File: config.mk
export PLATFORM = sky130hd
export DESIGN_NAME = cva6_store_unit_flat
export DESIGN_NICKNAME = d
export VERILOG_FILES = /design/src/rtl/cva6_store_unit_if.sv /design/src/rtl/cva6_store_unit.sv /design/src/flat_wrapper.sv
export SDC_FILE = /design/constraint.sdc
export NUM_CORES = 1
export LEC_CHECK = 0
export BUFFER_PORTS_ARGS = -buffer_cell sky130_fd_sc_hd__buf_2
export CAP_MARGIN = 40
export CORE_MARGIN = 4
export CORE_UTILIZATION = 37
export CTS_CLUSTER_SIZE = 30
export DETAILED_ROUTE_END_ITERATION = 16
export SLEW_MARGIN = 30
export SYNTH_ARGS = -nofsm -noshare
export SYNTH_HDL_FRONTEND = slang
export SYNTH_SLANG_ARGS = --single-unit
File: constraint.sdc
create_clock -name clk_i -period 11.6 [get_ports clk_i]
set_input_delay 2.32 -clock clk_i [delete_from_list [all_inputs] [get_ports clk_i]]
set_output_delay 2.32 -clock clk_i [all_outputs]
set_load 0.01 [all_outputs]
File: src/rtl/cva6_store_unit_if.sv
// Bundle of the store unit's issue, writeback, commit and D$ write-port signals.
// valid/ready: a store op transfers when valid_i & ready_o are high at the rising edge;
// commit transfers on commit_i & commit_ready_o; a D$ write completes on req_o & gnt_i.
interface cva6_store_unit_if #(
  parameter int AW    = 32,
  parameter int DW    = 64,
  parameter int TID_W = 4
);
  logic             flush_i;
  logic             valid_i;
  logic             ready_o;
  logic [TID_W-1:0] trans_id_i;
  logic [AW-1:0]    addr_i;
  logic [DW-1:0]    data_i;
  logic [1:0]       size_i;
  logic             valid_o;
  logic [TID_W-1:0] trans_id_o;
  logic             ex_valid_o;
  logic             commit_i;
  logic             commit_ready_o;
  logic             req_o;
  logic [AW-1:0]    addr_o;
  logic [DW-1:0]    wdata_o;
  logic [DW/8-1:0]  be_o;
  logic             gnt_i;
  logic             no_st_pending_o;

  modport slave (
    input  flush_i, valid_i, trans_id_i, addr_i, data_i, size_i, commit_i, gnt_i,
    output ready_o, valid_o, trans_id_o, ex_valid_o, commit_ready_o,
           req_o, addr_o, wdata_o, be_o, no_st_pending_o
  );

  modport master (
    output flush_i, valid_i, trans_id_i, addr_i, data_i, size_i, commit_i, gnt_i,
    input  ready_o, valid_o, trans_id_o, ex_valid_o, commit_ready_o,
           req_o, addr_o, wdata_o, be_o, no_st_pending_o
  );
endinterface

File: src/rtl/cva6_store_unit.sv
// Store path: alignment check, one-cycle writeback, speculative queue released by
// commit into a commit queue that drains to the D$ write port.
module cva6_store_unit #(
  parameter int SPEC_DEPTH   = 4,
  parameter int COMMIT_DEPTH = 4,
  parameter int AW           = 32,
  parameter int DW           = 64,
  parameter int TID_W        = 4
) (
  input logic               clk_i,
  input logic               rst_ni,
  cva6_store_unit_if.slave  bus
);
  localparam int SPW = $clog2(SPEC_DEPTH);
  localparam int SCW = SPW + 1;
  localparam int CPW = $clog2(COMMIT_DEPTH);
  localparam int CCW = CPW + 1;
  localparam int BW  = DW / 8;
  localparam logic [SCW-1:0] SPEC_FULL   = SCW'(SPEC_DEPTH);
  localparam logic [CCW-1:0] COMMIT_FULL = CCW'(COMMIT_DEPTH);

  logic [AW-1:0]  spec_addr_q  [SPEC_DEPTH];
  logic [DW-1:0]  spec_wdata_q [SPEC_DEPTH];
  logic [BW-1:0]  spec_be_q    [SPEC_DEPTH];
  logic [SPW-1:0] spec_wr_q, spec_rd_q;
  logic [SCW-1:0] spec_cnt_q;

  logic [AW-1:0]  cm_addr_q  [COMMIT_DEPTH];
  logic [DW-1:0]  cm_wdata_q [COMMIT_DEPTH];
  logic [BW-1:0]  cm_be_q    [COMMIT_DEPTH];
  logic [CPW-1:0] cm_wr_q, cm_rd_q;
  logic [CCW-1:0] cm_cnt_q;

  logic             wb_valid_q, wb_ex_q;
  logic [TID_W-1:0] wb_tid_q;

  logic           spec_full, spec_empty, cm_full, cm_empty;
  logic           ready, accept, misaligned, enq, commit_fire, mem_pop;
  logic [BW-1:0]  be_raw, be_new;
  logic [DW-1:0]  wdata_new;

  always_comb begin
    spec_full  = (spec_cnt_q == SPEC_FULL);
    spec_empty = (spec_cnt_q == '0);
    cm_full    = (cm_cnt_q == COMMIT_FULL);
    cm_empty   = (cm_cnt_q == '0);
    ready      = ~spec_full;
    accept     = bus.valid_i & ready & ~bus.flush_i;

    misaligned = 1'b0;
    be_raw     = '0;
    case (bus.size_i)
      2'd0: begin misaligned = 1'b0;               be_raw = BW'(8'h01); end
      2'd1: begin misaligned = bus.addr_i[0];      be_raw = BW'(8'h03); end
      2'd2: begin misaligned = |bus.addr_i[1:0];   be_raw = BW'(8'h0F); end
      default: begin misaligned = |bus.addr_i[2:0]; be_raw = BW'(8'hFF); end
    endcase

    be_new      = be_raw << bus.addr_i[2:0];
    wdata_new   = bus.data_i << {bus.addr_i[2:0], 3'b000};
    enq         = accept & ~misaligned;
    commit_fire = bus.commit_i & ~spec_empty & ~cm_full;
    mem_pop     = ~cm_empty & bus.gnt_i;
  end

  // Flush discards speculative entries but a same-cycle commit still moves the head out.
  always_ff @(posedge clk_i or negedge rst_ni) begin
    if (!rst_ni) begin
      spec_wr_q  <= '0;
      spec_rd_q  <= '0;
      spec_cnt_q <= '0;
    end else if (bus.flush_i) begin
      spec_wr_q  <= '0;
      spec_rd_q  <= '0;
      spec_cnt_q <= '0;
    end else begin
      if (enq)         spec_wr_q <= spec_wr_q + SPW'(1);
      if (commit_fire) spec_rd_q <= spec_rd_q + SPW'(1);
      if (enq && !commit_fire)      spec_cnt_q <= spec_cnt_q + SCW'(1);
      else if (!enq && commit_fire) spec_cnt_q <= spec_cnt_q - SCW'(1);
    end
  end

  always_ff @(posedge clk_i) begin
    if (enq) begin
      spec_addr_q[spec_wr_q]  <= {bus.addr_i[AW-1:3], 3'b000};
      spec_wdata_q[spec_wr_q] <= wdata_new;
      spec_be_q[spec_wr_q]    <= be_new;
    end
    if (commit_fire) begin
      cm_addr_q[cm_wr_q]  <= spec_addr_q[spec_rd_q];
      cm_wdata_q[cm_wr_q] <= spec_wdata_q[spec_rd_q];
      cm_be_q[cm_wr_q]    <= spec_be_q[spec_rd_q];
    end
  end

  always_ff @(posedge clk_i or negedge rst_ni) begin
    if (!rst_ni) begin
      cm_wr_q  <= '0;
      cm_rd_q  <= '0;
      cm_cnt_q <= '0;
    end else begin
      if (commit_fire) cm_wr_q <= cm_wr_q + CPW'(1);
      if (mem_pop)     cm_rd_q <= cm_rd_q + CPW'(1);
      if (commit_fire && !mem_pop)      cm_cnt_q <= cm_cnt_q + CCW'(1);
      else if (!commit_fire && mem_pop) cm_cnt_q <= cm_cnt_q - CCW'(1);
    end
  end

  // accept is already low under flush, so the following writeback slot stays empty.
  always_ff @(posedge clk_i or negedge rst_ni) begin
    if (!rst_ni) begin
      wb_valid_q <= 1'b0;
      wb_ex_q    <= 1'b0;
      wb_tid_q   <= '0;
    end else begin
      wb_valid_q <= accept;
      wb_ex_q    <= accept & misaligned;
      if (accept) wb_tid_q <= bus.trans_id_i;
    end
  end

  assign bus.ready_o         = ready;
  assign bus.valid_o         = wb_valid_q;
  assign bus.trans_id_o      = wb_tid_q;
  assign bus.ex_valid_o      = wb_ex_q;
  assign bus.commit_ready_o  = ~spec_empty & ~cm_full;
  assign bus.req_o           = ~cm_empty;
  assign bus.addr_o          = cm_addr_q[cm_rd_q];
  assign bus.wdata_o         = cm_wdata_q[cm_rd_q];
  assign bus.be_o            = cm_be_q[cm_rd_q];
  assign bus.no_st_pending_o = spec_empty & cm_empty;
endmodule

File: src/flat_wrapper.sv
// flat-port wrapper written by rule: the top's interface ports become plain ports
module cva6_store_unit_flat 
#(
  parameter int SPEC_DEPTH   = 4,
  parameter int COMMIT_DEPTH = 4,
  parameter int AW           = 32,
  parameter int DW           = 64,
  parameter int TID_W        = 4
)
  (clk_i, rst_ni, bus_flush_i, bus_valid_i, bus_trans_id_i, bus_addr_i, bus_data_i, bus_size_i, bus_commit_i, bus_gnt_i, bus_ready_o, bus_valid_o, bus_trans_id_o, bus_ex_valid_o, bus_commit_ready_o, bus_req_o, bus_addr_o, bus_wdata_o, bus_be_o, bus_no_st_pending_o);
  cva6_store_unit_if #(.AW(AW), .DW(DW), .TID_W(TID_W)) bus_i ();
  input logic clk_i;
  input logic rst_ni;
  input wire logic [$bits(bus_i.flush_i)-1:0] bus_flush_i;
  input wire logic [$bits(bus_i.valid_i)-1:0] bus_valid_i;
  input wire logic [$bits(bus_i.trans_id_i)-1:0] bus_trans_id_i;
  input wire logic [$bits(bus_i.addr_i)-1:0] bus_addr_i;
  input wire logic [$bits(bus_i.data_i)-1:0] bus_data_i;
  input wire logic [$bits(bus_i.size_i)-1:0] bus_size_i;
  input wire logic [$bits(bus_i.commit_i)-1:0] bus_commit_i;
  input wire logic [$bits(bus_i.gnt_i)-1:0] bus_gnt_i;
  output wire logic [$bits(bus_i.ready_o)-1:0] bus_ready_o;
  output wire logic [$bits(bus_i.valid_o)-1:0] bus_valid_o;
  output wire logic [$bits(bus_i.trans_id_o)-1:0] bus_trans_id_o;
  output wire logic [$bits(bus_i.ex_valid_o)-1:0] bus_ex_valid_o;
  output wire logic [$bits(bus_i.commit_ready_o)-1:0] bus_commit_ready_o;
  output wire logic [$bits(bus_i.req_o)-1:0] bus_req_o;
  output wire logic [$bits(bus_i.addr_o)-1:0] bus_addr_o;
  output wire logic [$bits(bus_i.wdata_o)-1:0] bus_wdata_o;
  output wire logic [$bits(bus_i.be_o)-1:0] bus_be_o;
  output wire logic [$bits(bus_i.no_st_pending_o)-1:0] bus_no_st_pending_o;
  assign bus_i.flush_i = bus_flush_i;
  assign bus_i.valid_i = bus_valid_i;
  assign bus_i.trans_id_i = bus_trans_id_i;
  assign bus_i.addr_i = bus_addr_i;
  assign bus_i.data_i = bus_data_i;
  assign bus_i.size_i = bus_size_i;
  assign bus_i.commit_i = bus_commit_i;
  assign bus_i.gnt_i = bus_gnt_i;
  assign bus_ready_o = bus_i.ready_o;
  assign bus_valid_o = bus_i.valid_o;
  assign bus_trans_id_o = bus_i.trans_id_o;
  assign bus_ex_valid_o = bus_i.ex_valid_o;
  assign bus_commit_ready_o = bus_i.commit_ready_o;
  assign bus_req_o = bus_i.req_o;
  assign bus_addr_o = bus_i.addr_o;
  assign bus_wdata_o = bus_i.wdata_o;
  assign bus_be_o = bus_i.be_o;
  assign bus_no_st_pending_o = bus_i.no_st_pending_o;
  cva6_store_unit #(.SPEC_DEPTH(SPEC_DEPTH), .COMMIT_DEPTH(COMMIT_DEPTH), .AW(AW), .DW(DW), .TID_W(TID_W)) u_core (.clk_i(clk_i), .rst_ni(rst_ni), .bus(bus_i));
endmodule
Yosys cells after proc, flatten, opt, wreduce, memory -nomap -nowiden
Memories as Yosys holds them, arrays and structs flattened.
Index checks and enable logic that the tools add are counted.
{"block": "word_totals", "regBits": 20, "ramBits": 820, "elab_cells": 75, "output_inout_bits": 114, "inputBits": 108, "mem_count": 6}
{"block": "op_classes", "n_addsub": 8, "shifts": 2, "reduce_logical": 16, "n_bitwise": 15, "eq_ne": 4, "n_mux": 15}
{"memory": "u_core.cm_wdata_q", "words": 4, "word_bits": 64, "read_ports": 1, "rd_ports_with_merged_regs": 0, "write_ports": 1, "line_no": "cva6_store_unit.sv:29", "rtl": "logic [DW-1:0] cm_wdata_q [COMMIT_DEPTH];"}
{"memory": "u_core.spec_wdata_q", "words": 4, "word_bits": 64, "read_ports": 1, "rd_ports_with_merged_regs": 0, "write_ports": 1, "line_no": "cva6_store_unit.sv:23", "rtl": "logic [DW-1:0] spec_wdata_q [SPEC_DEPTH];"}
{"memory": "u_core.cm_addr_q", "words": 4, "word_bits": 32, "read_ports": 1, "rd_ports_with_merged_regs": 0, "write_ports": 1, "line_no": "cva6_store_unit.sv:28", "rtl": "logic [AW-1:0] cm_addr_q [COMMIT_DEPTH];"}
{"memory": "u_core.spec_addr_q", "words": 4, "word_bits": 29, "read_ports": 1, "rd_ports_with_merged_regs": 0, "write_ports": 1, "line_no": "cva6_store_unit.sv:22", "rtl": "logic [AW-1:0] spec_addr_q [SPEC_DEPTH];"}
{"memory": "u_core.cm_be_q", "words": 4, "word_bits": 8, "read_ports": 1, "rd_ports_with_merged_regs": 0, "write_ports": 1, "line_no": "cva6_store_unit.sv:30", "rtl": "logic [BW-1:0] cm_be_q [COMMIT_DEPTH];"}
{"memory": "u_core.spec_be_q", "words": 4, "word_bits": 8, "read_ports": 1, "rd_ports_with_merged_regs": 0, "write_ports": 1, "line_no": "cva6_store_unit.sv:24", "rtl": "logic [BW-1:0] spec_be_q [SPEC_DEPTH];"}
{"operator": "<< shifter 64 x 6 -> 64 bit", "count": 1}
{"operator": "one-hot mux 8 bit (3 select lines)", "count": 1}
{"operator": "two-way mux 3 bit", "count": 5}
{"operator": "bitwise AND 1 bit", "count": 9}
{"operator": "adder 2 x 1 -> 2 bit, second input constant", "count": 4}
{"operator": "two-way mux 2 bit", "count": 4}
{"operator": "<< shifter 8 x 3 -> 8 bit", "count": 1}
{"operator": "adder 3 x 1 -> 3 bit, second input constant", "count": 2}
{"operator": "== test 3 bit, second input constant", "count": 2}
{"operator": "logical NOT 3 bit", "count": 2}
{"operator": "inverter 1 bit", "count": 6}
{"operator": "nonzero test 2 bit", "count": 3}
{"operator": "subtractor 3 x 1 -> 3 bit, second input constant", "count": 2}
{"operator": "logical AND 1 bit", "count": 4}
{"operator": "two-way mux 1 bit", "count": 4}
{"operator": "logical NOT 1 bit", "count": 3}
{"operator": "one-hot mux 1 bit (3 select lines)", "count": 1}
{"operator": "nonzero test 3 bit", "count": 1}
{"operator": "OR reduction 3 bit", "count": 1}
{"operator": "== test 2 x 1 -> 1 bit, second input constant", "count": 1}
{"operator": "== test 2 bit, second input constant", "count": 1}
{"operator": "logical NOT 2 bit", "count": 1}
{"operator": "OR reduction 2 bit", "count": 1}

Longest topological paths before layout
Gate-level depths: netlist of run 1.
{"block": "depth", "ltp_word": 10, "mapped_depth": 10, "mapped_depth_nobuf": 8}

Worst setup path after synthesis of run 1
OpenSTA, ideal clock, no wires.
{"block": "synth_path", "path_kind": "input to register", "from": "input port bus_size_i[0]", "to": "memory u_core.spec_addr_q[0][0] in the netlist's numbering, enable pin", "path_buffers": 2, "setup_time_ps": 472, "stages": 5, "arrival_time_ps": 5624, "path_slack_ps": 5504, "required_time_ps": 11128, "path_cell_list": "buf_2 a211oi_1 o211a_4 buf_2 and2_1"}
{"block": "synth_via", "elab_chain_cells": 6, "word_cells_on_any_way": 8, "classes_between": "eq/ne (2); mux (3); bitwise (2); reduce/logical (1)"}
{"element": "start, declared", "line_no": "flat_wrapper.sv:19", "rtl": "input wire logic [$bits(bus_i.size_i)-1:0] bus_size_i;"}
{"element": "== test 2 bit (tied with other cells)", "line_no": "cva6_store_unit.sv:52", "rtl": "case (bus.size_i)"}
{"element": "one-hot mux 1 bit (3 select lines) (*)", "line_no": "cva6_store_unit.sv:52"}
{"element": "inverter 1 bit (*)", "line_no": "cva6_store_unit.sv:61", "rtl": "enq = accept & ~misaligned;"}
{"element": "bitwise AND 1 bit (*)", "line_no": "cva6_store_unit.sv:61"}
{"element": "two-way mux 1 bit (*)", "line_no": "cva6_store_unit.sv:85", "rtl": "if (enq) begin"}
{"element": "two-way mux 1 bit (not written as such) (*)", "line_no": "cva6_store_unit.sv:86", "rtl": "spec_addr_q[spec_wr_q] <= {bus.addr_i[AW-1:3], 3'b000};"}
{"element": "end, declared", "line_no": "cva6_store_unit.sv:22"}
Every way passes the cells marked *; elsewhere a longest branch is shown, timed or not.

Worst setup path after layout of run 1
{"block": "layout_path", "from": "register u_core.cm_rd_q[0]", "to": "output port bus_wdata_o[62]"}
{"block": "layout_via", "elab_chain_cells": 1}
{"element": "start, declared", "line_no": "cva6_store_unit.sv:31", "rtl": "logic [CPW-1:0] cm_wr_q, cm_rd_q;"}
{"element": "start signal, assigned", "line_no": "cva6_store_unit.sv:104", "rtl": "if (mem_pop) cm_rd_q <= cm_rd_q + CPW'(1);"}
{"element": "memory (4 x 64 bit)"}
{"element": "end, declared", "line_no": "flat_wrapper.sv:29", "rtl": "output wire logic [$bits(bus_i.wdata_o)-1:0] bus_wdata_o;"}
Every way passes these cells.

==> results of run 1 <==
==> power groups by stage <==
| stage | registers (W) | clock network (W) | logic [W] |
|---|---|---|---|
| final | 0.00390 | 0.00264 | 0.00197 |
| after global routing | 0.00393 | 0.00285 | 0.00214 |
| after CTS | 0.00391 | 0.00272 | 0.00203 |
| after detailed placement | 0.00397 | 0 | 0.00202 |
| after global placement | 0.00396 | 0 | 0.00196 |
| after floorplan | 0.00385 | 0 | 0.00133 |
==> worst paths after layout <==
kind / depth (start not counted) / start / endpoint / slack [ns]
max in group asynchronous: 1 / rst_ni / u_core.spec_rd_q[1]$_DFFE_PN0P_ / 9.54
worst min register to register: 1 / u_core.bus.trans_id_o[1]$_DFFE_PN0P_ / u_core.bus.trans_id_o[1]$_DFFE_PN0P_ / 0.51
worst max register to register: 5 / u_core.cm_cnt_q[2]$_DFFE_PN0P_ / u_core.cm_wdata_q[3][48]$_DFFE_PP_ / 8.35
min in group asynchronous: 1 / rst_ni / u_core.cm_rd_q[1]$_DFFE_PN0P_ / 1.67
worst min-delay path: 1 / u_core.bus.trans_id_o[1]$_DFFE_PN0P_ / u_core.bus.trans_id_o[1]$_DFFE_PN0P_ / 0.51
worst max-delay path: 5 / u_core.cm_rd_q[0]$_DFFE_PN0P_ / bus_wdata_o[62] / 5.80
==> layout make-up <==
cell class	count	area, um^2
well taps	1144	1430
multi-input cells	528	6840
clock inverters	48	338
diodes	3	7.51
repair buffers	247	1470
fillers	7374	48100
flip-flops and latches	828	24800
inverters	10	37.5
clock buffers	115	2410
==> cells in the mapped netlist (4+ instances only) <==
| cell | n |
|---|---|
| nor2b_1 | 4 |
| edfxtp_1 | 808 |
| o22ai_1 | 16 |
| nor2_1 | 59 |
| buf_1 | 13 |
| xnor2_1 | 6 |
| o21ai_0 | 22 |
| buf_2 | 35 |
| nand2_1 | 29 |
| dfrtp_1 | 20 |
| nand3_1 | 4 |
| mux4_2 | 202 |
| mux2i_1 | 56 |
| mux2_2 | 30 |
| ha_1 | 9 |
| a211oi_1 | 4 |
| and2_1 | 17 |
| inv_1 | 10 |
| a21oi_1 | 29 |
| clkbuf_1 | 33 |
==> kinds of logic (layout without fill, tap and decap cells) <==
family                     Yosys count  after routing  share of synthesized area
buffers and inverters               94            420                     0.0128
adders and majority gates           11             11                    0.00477
xor gates and xnor gates             9              9                    0.00246
and+or+nand+nor                    133            133                     0.0197
DFF                                828            828                      0.774
other                                1              6                   0.000117
AOI/OAI and AO/OA                   84             84                     0.0156
muxes                              288            288                      0.170
==> registers in the layout, indices dropped and copies added (netlist names) <==
name	flops
u_core.bus.ex_valid_o	1
u_core.bus.trans_id_o	4
u_core.bus.valid_o	1
u_core.cm_addr_q	116
u_core.cm_be_q	32
u_core.cm_cnt_q	3
u_core.cm_rd_q	2
u_core.cm_wdata_q	256
u_core.cm_wr_q	2
u_core.spec_addr_q	116
u_core.spec_be_q	32
u_core.spec_cnt_q	3
u_core.spec_rd_q	2
u_core.spec_wdata_q	256
u_core.spec_wr_q	2
==> worst max-delay path, delay by kind of cell (launching register included) <==
kind	cells	cell delay, ns
flops	1	0.77
buf+inv	4	1.44
mux	1	0.59
==> through the flow <==
step	worst slack (ns)	utilization	total power (W)
after floorplan	5.50	-	0.00518
after global placement	5.68	0.402	0.00592
after detailed placement	5.68	0.403	0.00599
after CTS	5.59	0.435	0.00866
after global routing	5.50	0.437	0.00892
final	5.80	0.437	0.00851
==> layer usage <==
layer	vias to the layer above	wire (um)	part of all wire	global-route usage
met5	-	48	0.00065	0
met4	8	1660	0.023	0.0406
met3	120	5020	0.068	0.0368
met2	528	36400	0.49	0.265
met1	8027	30500	0.41	0.221
li1	6539	-	-	-
==> impl_metrics.py, run 1 <==
metrics = {
    "drt": {
        "viasPerCell": 5.21,
        "post_drt_wl_per_cell_um": 25.2,
        "drc": 0,
        "num_vias": 15200,
        "routed_wl_um": 73500,
        "dr.pass1.iters": 7,
        "dr.first_iter.drc_count": 1269,
        "antenna_left": 0,
    },
    "floorplanning": {
        "die_area_um2": 91200,
        "fp.dieW_um": 302,
        "rows": 107,
        "die_y_um": 302,
        "core_area_um2": 85400,
        "initial_utilization": 0.374,
        "ioPinCount": 222,
    },
    "cts": {
        "cts_buffer_depth": 3,
        "cts_hold_buffers": 0,
        "cts_setup_buffers": 0,
        "cts.clk_slew.worst_paths_ns": 0.06,
        "cts_tree": "done",
        "cts_htree_levels": 3,
        "clkLatencyLatePin_ns": 0.62,
        "clock_tree.root_cell": "clkbuf_16",
        "numClockSinks": 828,
        "cts_made_buffers": 88,
        "cts_repair_resize_count": 0,
    },
    "global_routing": {
        "grt_first_pass_wirelength_um": 108000,
        "grt_max_degree": 84,
        "grt-ovfl-total": 0,
        "antenna_found_initial": 16,
        "grt_use_total": 0.162,
        "grt_pass1_vias": 15700,
    },
    "timing": {
        "whs_ns": 0.507,
        "clock_skew_ns": 0.0176,
        "worst_pin_slew_ns": 0.829,
        "min_period_over_period": 0.500,
        "max_freq_mhz": 172,
        "setup_violations": 0,
        "relSlewSlack": 0.432,
        "rsz0062_at_grt": "no",
        "period_minus_slack_ns": 5.80,
        "drv_slew": 0,
        "finalSetupTns_ns": 0,
        "hold_violations": 0,
    },
    "setup_path": {
        "crit_type": "reg2out",
        "cpMaxStageDelayCell": "dfrtp_4",
        "crit_chain": "buf_4 -> buf_4 -> buf_12 -> mux4_2 -> buf_2",
        "required_ns": 9.28,
        "cpPeakStageDelay_ns": 0.77,
        "path_common_cell": "buf_4",
        "cp.arrival_ns": 3.48,
        "critPathMaxFanout": 23,
        "cp-end-kind": "output port",
        "critPathLaunchType": "flop",
    },
    "synthesis": {
        "async_reset_ff_frac": 0.0242,
        "ys_types": 48,
        "synth_top_cell_area_share": 0.759,
        "ys_warn_count": 0,
        "synthCells": 1448,
        "synth_edf_count": 808,
        "ys_seq_elements": 828,
        "synth_largest_area_cell": "edfxtp_1",
        "seq_area_frac_synth": 0.774,
        "postSynthAreaPerCell_um2": 22.1,
        "synth_ff_type": "edfxtp_1",
        "synth_area_leaders": "edfxtp_1, mux4_2, mux2i_1, dfrtp_1, mux2_2",
        "syn_area_um2": 32000,
    },
    "pwr": {
        "p_sw_w": 0.00237,
        "power_density_nw_per_um2": 228,
        "intPower_w": 0.00614,
        "p_leak_nw": 12.2,
        "pwr-share-seq": 0.458,
        "peakVddDrop_v": 0.000119,
        "clkPwrFrac": 0.311,
        "p_sw_frac": 0.279,
        "pwr-share-comb": 0.232,
    },
    "placement": {
        "place_hpwl_um": 46500,
        "place.gp.congestion": 0.827,
        "postPlaceCellArea_um2": 34400,
        "placed_cells": 2751,
        "port_buffers": 218,
    },
    "outcome": {
        "outcome": "completed",
    },
    "flow_run": {
        "maxCapViolCount": 0,
    },
    "final_layout": {
        "fin_area_um2": 37300,
        "area_growth_syn_to_layout_pct": 16.7,
        "final_common_cell": "edfxtp_1",
        "num-nets-final": 1822,
        "drive_gt1_frac": 0.350,
        "stdcell_count": 2923,
        "layout_common_cells": "edfxtp_1, buf_2, mux4_2, clkbuf_16, nor2_1",
    },
    "min_path": {
        "hold_class": "reg2reg",
    },
}
Power figures use the tool's default switching activity.
==> run 2, diff against run 1 <==
==> constraint.sdc (replaced) <==
create_clock -name clk_i -period 5.5 [get_ports clk_i]
set_input_delay 1.1 -clock clk_i [delete_from_list [all_inputs] [get_ports clk_i]]
set_output_delay 1.1 -clock clk_i [all_outputs]
set_load 0.01 [all_outputs]
==> run 2 against run 1 <==
Net effect:
- sequential cell count stayed put
- setup slack worse by 4.0 ns
- hold slack worse by 0.066 ns
- routed wire length is 2.6% lower
- sequential power is 110% higher
==> impl_metrics.py, run 2 (synthesis results as in run 1) <==
metrics = {
    "outcome": {
        "outcome": "completed",
    },
    "timing": {
        "period_minus_slack_ns": 3.70,
        "setup_violations": 0,
        "worst_pin_slew_ns": 0.804,
        "relSlewSlack": 0.464,
        "min_period_over_period": 0.673,
        "max_freq_mhz": 270,
        "finalSetupTns_ns": 0,
        "drv_slew": 0,
        "rsz0062_at_grt": "no",
        "clock_skew_ns": 0.0198,
        "hold_violations": 0,
    },
    "cts": {
        "cts_repair_resize_count": 0,
        "clkLatencyLatePin_ns": 0.62,
        "cts_made_buffers": 87,
        "cts_htree_levels": 3,
        "cts_tree": "done",
        "clock_tree.root_cell": "clkbuf_16",
        "cts_hold_buffers": 0,
        "cts_buffer_depth": 3,
        "cts.clk_slew.worst_paths_ns": 0.06,
        "numClockSinks": 828,
        "cts_setup_buffers": 0,
    },
    "floorplanning": {
        "die_area_um2": 91200,
        "rows": 107,
        "core_area_um2": 85400,
        "die_y_um": 302,
        "initial_utilization": 0.374,
        "fp.dieW_um": 302,
        "ioPinCount": 222,
    },
    "setup_path": {
        "cp.arrival_ns": 2.60,
        "cpPeakStageDelay_ns": 0.60,
        "r2r_setup_slack_ns": 2.64,
        "cp-end-kind": "output port",
        "endpoint": "bus_be_o[6]",
        "reg2reg_depth": 5,
        "cpMaxStageDelayCell": "dfrtp_4",
        "startpoint": "u_core.cm_rd_q[0]$_DFFE_PN0P_",
        "reg2reg_to": "u_core.cm_wdata_q[0][25]$_DFFE_PP_",
        "required_ns": 4.40,
        "crit_chain": "buf_16 -> buf_4 -> mux4_2 -> buf_2",
        "timing.rr.start": "u_core.cm_cnt_q[2]$_DFFE_PN0P_",
        "critPathLaunchType": "flop",
        "critPathMaxFanout": 27,
        "crit_type": "reg2out",
    },
    "drt": {
        "num_vias": 15100,
        "antenna_left": 0,
        "dr.first_iter.drc_count": 1257,
        "drc": 0,
        "viasPerCell": 5.16,
        "dr.pass1.iters": 6,
        "routed_wl_um": 71700,
        "post_drt_wl_per_cell_um": 24.5,
    },
    "placement": {
        "place.gp.congestion": 0.832,
        "place_hpwl_um": 45800,
        "port_buffers": 218,
        "postPlaceCellArea_um2": 34600,
    },
    "pwr": {
        "peakVddDrop_v": 0.000304,
        "power_density_nw_per_um2": 490,
        "p_leak_nw": 12.3,
    },
    "final_layout": {
        "num-nets-final": 1824,
        "drive_gt1_frac": 0.358,
        "fin_area_um2": 37600,
        "area_growth_syn_to_layout_pct": 17.6,
        "seq_area_um2": 24800,
        "top_regs": "u_core.cm_wdata_q (256), u_core.spec_wdata_q (256)",
        "fillerInstances": 7337,
        "layout_common_cells": "edfxtp_1, buf_2, mux4_2, clkbuf_16, nor2_1",
        "multiInputGateArea_um2": 6850,
        "final_common_cell": "edfxtp_1",
    },
    "flow_run": {
        "maxCapViolCount": 0,
    },
    "global_routing": {
        "grt_use_total": 0.157,
        "antenna_found_initial": 8,
        "grt_max_degree": 71,
        "grt_first_pass_wirelength_um": 105000,
        "grt-ovfl-total": 0,
        "grt_pass1_vias": 15700,
    },
    "min_path": {
        "hold_class": "in2async",
    },
}
==> run 2: changes by cell type in the layout (fill, tap and decap cells not counted), sizes merged <==
| cell | delta |
|---|---|
| inv | +3 |
| clkinv | -13 |
| clkinvlp | +3 |
| buf | +3 |
| bufinv | +12 |
| clkbuf | -11 |
==> run 2: how the worst min path moves through the flow <==
stage	to	slack, ns	depth (start not counted)
after global routing	u_core.cm_cnt_q[1]$_DFFE_PN0P_	0.45	1
after floorplan	u_core.cm_cnt_q[2]$_DFFE_PN0P_	0.46	1
after global placement	u_core.cm_cnt_q[2]$_DFFE_PN0P_	0.48	1
final	u_core.bus.trans_id_o[3]$_DFFE_PN0P_	0.44	1
after detailed placement	u_core.cm_cnt_q[2]$_DFFE_PN0P_	0.49	1
after CTS	u_core.cm_cnt_q[1]$_DFFE_PN0P_	0.42	1
==> run 2: metal layers <==
layer | routed length (um) | GRT usage | part of all wire
met5 | 30 | 0 | 0.00042
met4 | 2180 | 0.0495 | 0.030
met3 | 4490 | 0.0355 | 0.063
met2 | 34900 | 0.256 | 0.49
met1 | 30000 | 0.212 | 0.42
==> run 2: through the flow <==
step	cells	hold slack, ns	utilization	setup slack (ns)	total power, W
floorplan	1450	0.459	-	0.624	0.0109
finish	2920	0.441	0.440	1.80	0.0184
global placement	2754	0.483	0.404	1.32	0.0125
detailed placement	2757	0.494	0.405	1.49	0.0126
global route	2919	0.455	0.440	1.61	0.0193
CTS	2914	0.419	0.440	1.68	0.0187
==> run 2: worst max-delay path: cells and delay by family, from the launching register on <==
family	cells	cell delay, ns
buf+inv	3	0.77
mux	1	0.60
flops	1	0.60
==> run 2: final cells by class <==
class / instances / share of cell area
flip-flops and latches: 828 / 0.659
multi-input cells: 528 / 0.182
clock buffers: 104 / 0.0610
repair buffers: 250 / 0.0410
well taps: 1144 / 0.0380
clock inverters: 53 / 0.0182
inverters: 10 / 0.000998
diodes: 3 / 0.000200
==> run 2: power breakdown <==
part	leakage, nW	switching, W	internal [W]
combinational	3.27	0.00235	0.00187
sequential	7.58	0.000297	0.00785
clock	1.44	0.00237	0.00369
==> run 3, diff against run 2 <==
--- a/config.mk
+++ b/config.mk
@@ -5,6 +5,7 @@
 export SDC_FILE = /design/constraint.sdc
 export NUM_CORES = 1
 export LEC_CHECK = 0
+export ABC_AREA = 1
 export BUFFER_PORTS_ARGS = -buffer_cell sky130_fd_sc_hd__buf_2
 export CAP_MARGIN = 40
 export CORE_MARGIN = 4
==> constraint.sdc (replaced) <==
create_clock -name clk_i -period 3.1 [get_ports clk_i]
set_input_delay 0.62 -clock clk_i [delete_from_list [all_inputs] [get_ports clk_i]]
set_output_delay 0.62 -clock clk_i [all_outputs]
set_load 0.01 [all_outputs]
==> run 3 against run 2 <==
Net effect:
- clock power up 60%
- die area increased by 1.6%
- clock-buffer cell count unchanged
- register-to-register slack worse by 1.9 ns
- first-iteration DRC count rose by 58%
- clock skew grew 0.0044 ns
- sequential share of layout area down 0.95 points
- critical path type unchanged
- synthesized cell count grew 70%
- synthesized area up 1.7%
- critical path depth rose by 1
- global-route usage grew 2.2 points
- setup slack lost 1.7 ns
==> impl_metrics.py, run 3 <==
metrics = {
    "synthesis": {
        "synth_area_leaders": "edfxtp_1, o21ai_0, nor2_1, o22ai_1, nand2_1",
        "ys_types": 33,
        "async_reset_ff_frac": 0.0242,
        "synth_ff_type": "edfxtp_1",
        "synth_edf_count": 808,
        "synth_largest_area_cell": "edfxtp_1",
        "synth_top_cell_area_share": 0.746,
        "synthCells": 2457,
        "postSynthAreaPerCell_um2": 13.2,
        "yosys.cell_count.top_type": "edfxtp_1",
        "seq_area_frac_synth": 0.761,
        "syn_area_um2": 32500,
        "ys_seq_elements": 828,
        "synth_common_cells": "edfxtp_1, o21ai_0, nor2_1",
        "ys_warn_count": 0,
    },
    "setup_path": {
        "crit_chain": "clkinv_2 -> buf_12 -> o21ai_0 -> o22ai_1 -> buf_2",
        "cp-end-kind": "output port",
        "timing.rr.start": "u_core.spec_cnt_q[2]$_DFFE_PN0P_",
        "crit_family": "flip-flops",
        "reg2reg_to": "u_core.spec_addr_q[3][26]$_DFFE_PP_",
        "critPathLaunchType": "flop",
        "required_ns": 2.48,
        "crit_type": "reg2out",
        "r2r_setup_slack_ns": 0.79,
        "cpMaxStageDelayCell": "dfrtp_4",
        "cpPeakStageDelay_ns": 0.59,
        "path_buf_inv": 3,
        "reg2reg_depth": 4,
        "critPathMaxFanout": 43,
        "cp.arrival_ns": 2.38,
    },
    "final_layout": {
        "top_regs": "u_core.cm_wdata_q (256), u_core.spec_wdata_q (256)",
        "area_growth_syn_to_layout_pct": 17.4,
        "multiInputGateArea_um2": 6930,
        "num-nets-final": 2793,
        "drive_gt1_frac": 0.164,
        "seq_area_um2": 24800,
        "stdcell_count": 3897,
        "layout_common_cells": "edfxtp_1, o21ai_0, nor2_1, buf_2, o22ai_1",
        "fillerInstances": 7843,
        "final_common_cell": "edfxtp_1",
    },
    "global_routing": {
        "grt_use_total": 0.179,
        "grt_pass1_vias": 20000,
        "grt_max_degree": 136,
        "antenna_found_initial": 5,
        "grt_first_pass_wirelength_um": 127000,
        "grt-ovfl-total": 0,
    },
    "cts": {
        "cts.clk_slew.worst_paths_ns": 0.07,
        "cts_buffer_depth": 3,
        "cts_tree": "done",
        "cts_htree_levels": 3,
        "numClockSinks": 828,
        "cts_made_buffers": 81,
        "clock_tree.root_cell": "clkbuf_16",
        "clkLatencyLatePin_ns": 0.63,
    },
    "floorplanning": {
        "die_y_um": 304,
        "fp.dieW_um": 304,
        "ioPinCount": 222,
        "rows": 108,
        "initial_utilization": 0.374,
        "die_area_um2": 92700,
        "core_area_um2": 87000,
    },
    "drt": {
        "antenna_left": 0,
        "dr.pass1.iters": 5,
        "routed_wl_um": 86300,
        "drc": 0,
        "dr.first_iter.drc_count": 1992,
        "post_drt_wl_per_cell_um": 22.2,
        "viasPerCell": 5.33,
        "num_vias": 20800,
    },
    "timing": {
        "period_minus_slack_ns": 3.00,
        "finalSetupTns_ns": 0,
        "min_period_over_period": 0.968,
        "max_freq_mhz": 333,
        "clock_skew_ns": 0.0242,
        "drv_slew": 0,
        "setup_violations": 0,
        "hold_violations": 0,
        "rsz0062_at_grt": "no",
        "relSlewSlack": 0.426,
        "worst_pin_slew_ns": 0.861,
    },
    "placement": {
        "placed_cells": 3744,
        "place_hpwl_um": 54000,
        "place.gp.congestion": 0.840,
        "port_buffers": 218,
    },
    "pwr": {
        "pwr-share-seq": 0.426,
        "p_sw_w": 0.0114,
        "clkPwrFrac": 0.283,
        "p_leak_nw": 13.1,
        "intPower_w": 0.0230,
        "power_density_nw_per_um2": 900,
        "p_sw_frac": 0.332,
        "pwr-share-comb": 0.291,
        "peakVddDrop_v": 0.000573,
    },
    "flow_run": {
        "maxCapViolCount": 0,
    },
    "min_path": {
        "worstHoldPathCells": 3,
        "hold_start": "bus_trans_id_i[3]",
        "hold_class": "in2reg",
        "hold_end": "u_core.bus.trans_id_o[3]$_DFFE_PN0P_",
    },
    "outcome": {
        "outcome": "completed",
    },
}
## run 3: cell count changes in the layout (fill, tap and decap cells not counted), moves of 42 or more
cell,change
nor2_1,+388
mux4_2,-202
nand3_1,+42
nand2_1,+126
o21ai_0,+441
o22ai_1,+190
## run 3: worst max-delay path by stage
stage / from / end / slack [ns] / cells after the start
6_report: u_core.cm_rd_q[1]$_DFFE_PN0P_ / bus_wdata_o[6] / 0.1 / 5
5_1_grt: u_core.cm_rd_q[1]$_DFFE_PN0P_ / bus_wdata_o[0] / 0.002 / 5
4_1_cts: u_core.cm_rd_q[1]$_DFFE_PN0P_ / bus_wdata_o[26] / 0.01 / 5
3_5_place_dp: bus_addr_i[1] / u_core.spec_addr_q[3][17]$_DFFE_PP_ / 0.28 / 7
3_3_place_gp: bus_addr_i[1] / u_core.spec_cnt_q[2]$_DFFE_PN0P_ / 0.30 / 13
2_1_floorplan: u_core.spec_cnt_q[2]$_DFFE_PN0P_ / u_core.cm_addr_q[0][10]$_DFFE_PP_ / -0.75 / 4
## run 3: tightest hold or removal path, delay by kind of cell
family	cells	cell delay [ns]
buffers and inverters	1	0.08
and+or+nand+nor	2	0.09
## run 3: per-stage QoR
stage | setup slack, ns | util | total power, W | hold slack (ns) | area (um^2)
after floorplan | -0.754 | - | 0.0202 | 0.324 | 32600
after global placement | 0.298 | 0.407 | 0.0247 | 0.460 | 35500
after detailed placement | 0.281 | 0.408 | 0.0250 | 0.460 | 35500
after CTS | 0.0124 | 0.438 | 0.0347 | 0.160 | 38100
after global routing | 0.00229 | 0.439 | 0.0361 | 0.186 | 38200
final | 0.0991 | 0.439 | 0.0344 | 0.196 | 38200
## run 3: cell type report
cell class / instances / share of cell area
Clock buffer: 104 / 0.0579
Sequential cell: 828 / 0.649
Inverter: 61 / 0.00639
Timing Repair Buffer: 297 / 0.0559
Tap cell: 1155 / 0.0379
Antenna cell: 2 / 0.000131
Multi-Input combinational cell: 1405 / 0.182
Clock inverter: 45 / 0.0112
## run 3: timing repair
item                                    CTS  global route
buffers inserted                          0             0
endpoints found under the setup margin    3             6
resized for setup                         3             2
hold endpoints to repair                 20             0
hold buffers                              1             0
cloned                                    0             1
## run 3: routing by layer
layer  global-route usage  routed length (um)  share of wire
met1                0.247               36400           0.42
met5                    0                  23        0.00027
met4               0.0484                1970          0.023
met2                0.290               41300           0.48
met3               0.0372                6720          0.078
## run 3: cell families after synthesis
group	count (synthesis)	share of synthesized area
flip-flops	828	0.761
AO/OA/AOI/OAI	695	0.116
XOR/XNOR	5	0.00135
buffers and inverters	226	0.0287
other	1	0.000115
multiplexers	23	0.00708
AND/OR/NAND/NOR	668	0.0809
adder cells (fa/ha/maj)	11	0.00469
## run 3: power by group through the flow
stage | Combinational (W) | Sequential, W | Clock (W)
finish | 0.0100 | 0.0146 | 0.00973
floorplan | 0.00539 | 0.0148 | 0
global route | 0.0110 | 0.0147 | 0.0104
global placement | 0.00987 | 0.0148 | 0
detailed placement | 0.0102 | 0.0148 | 0
CTS | 0.0102 | 0.0146 | 0.00992
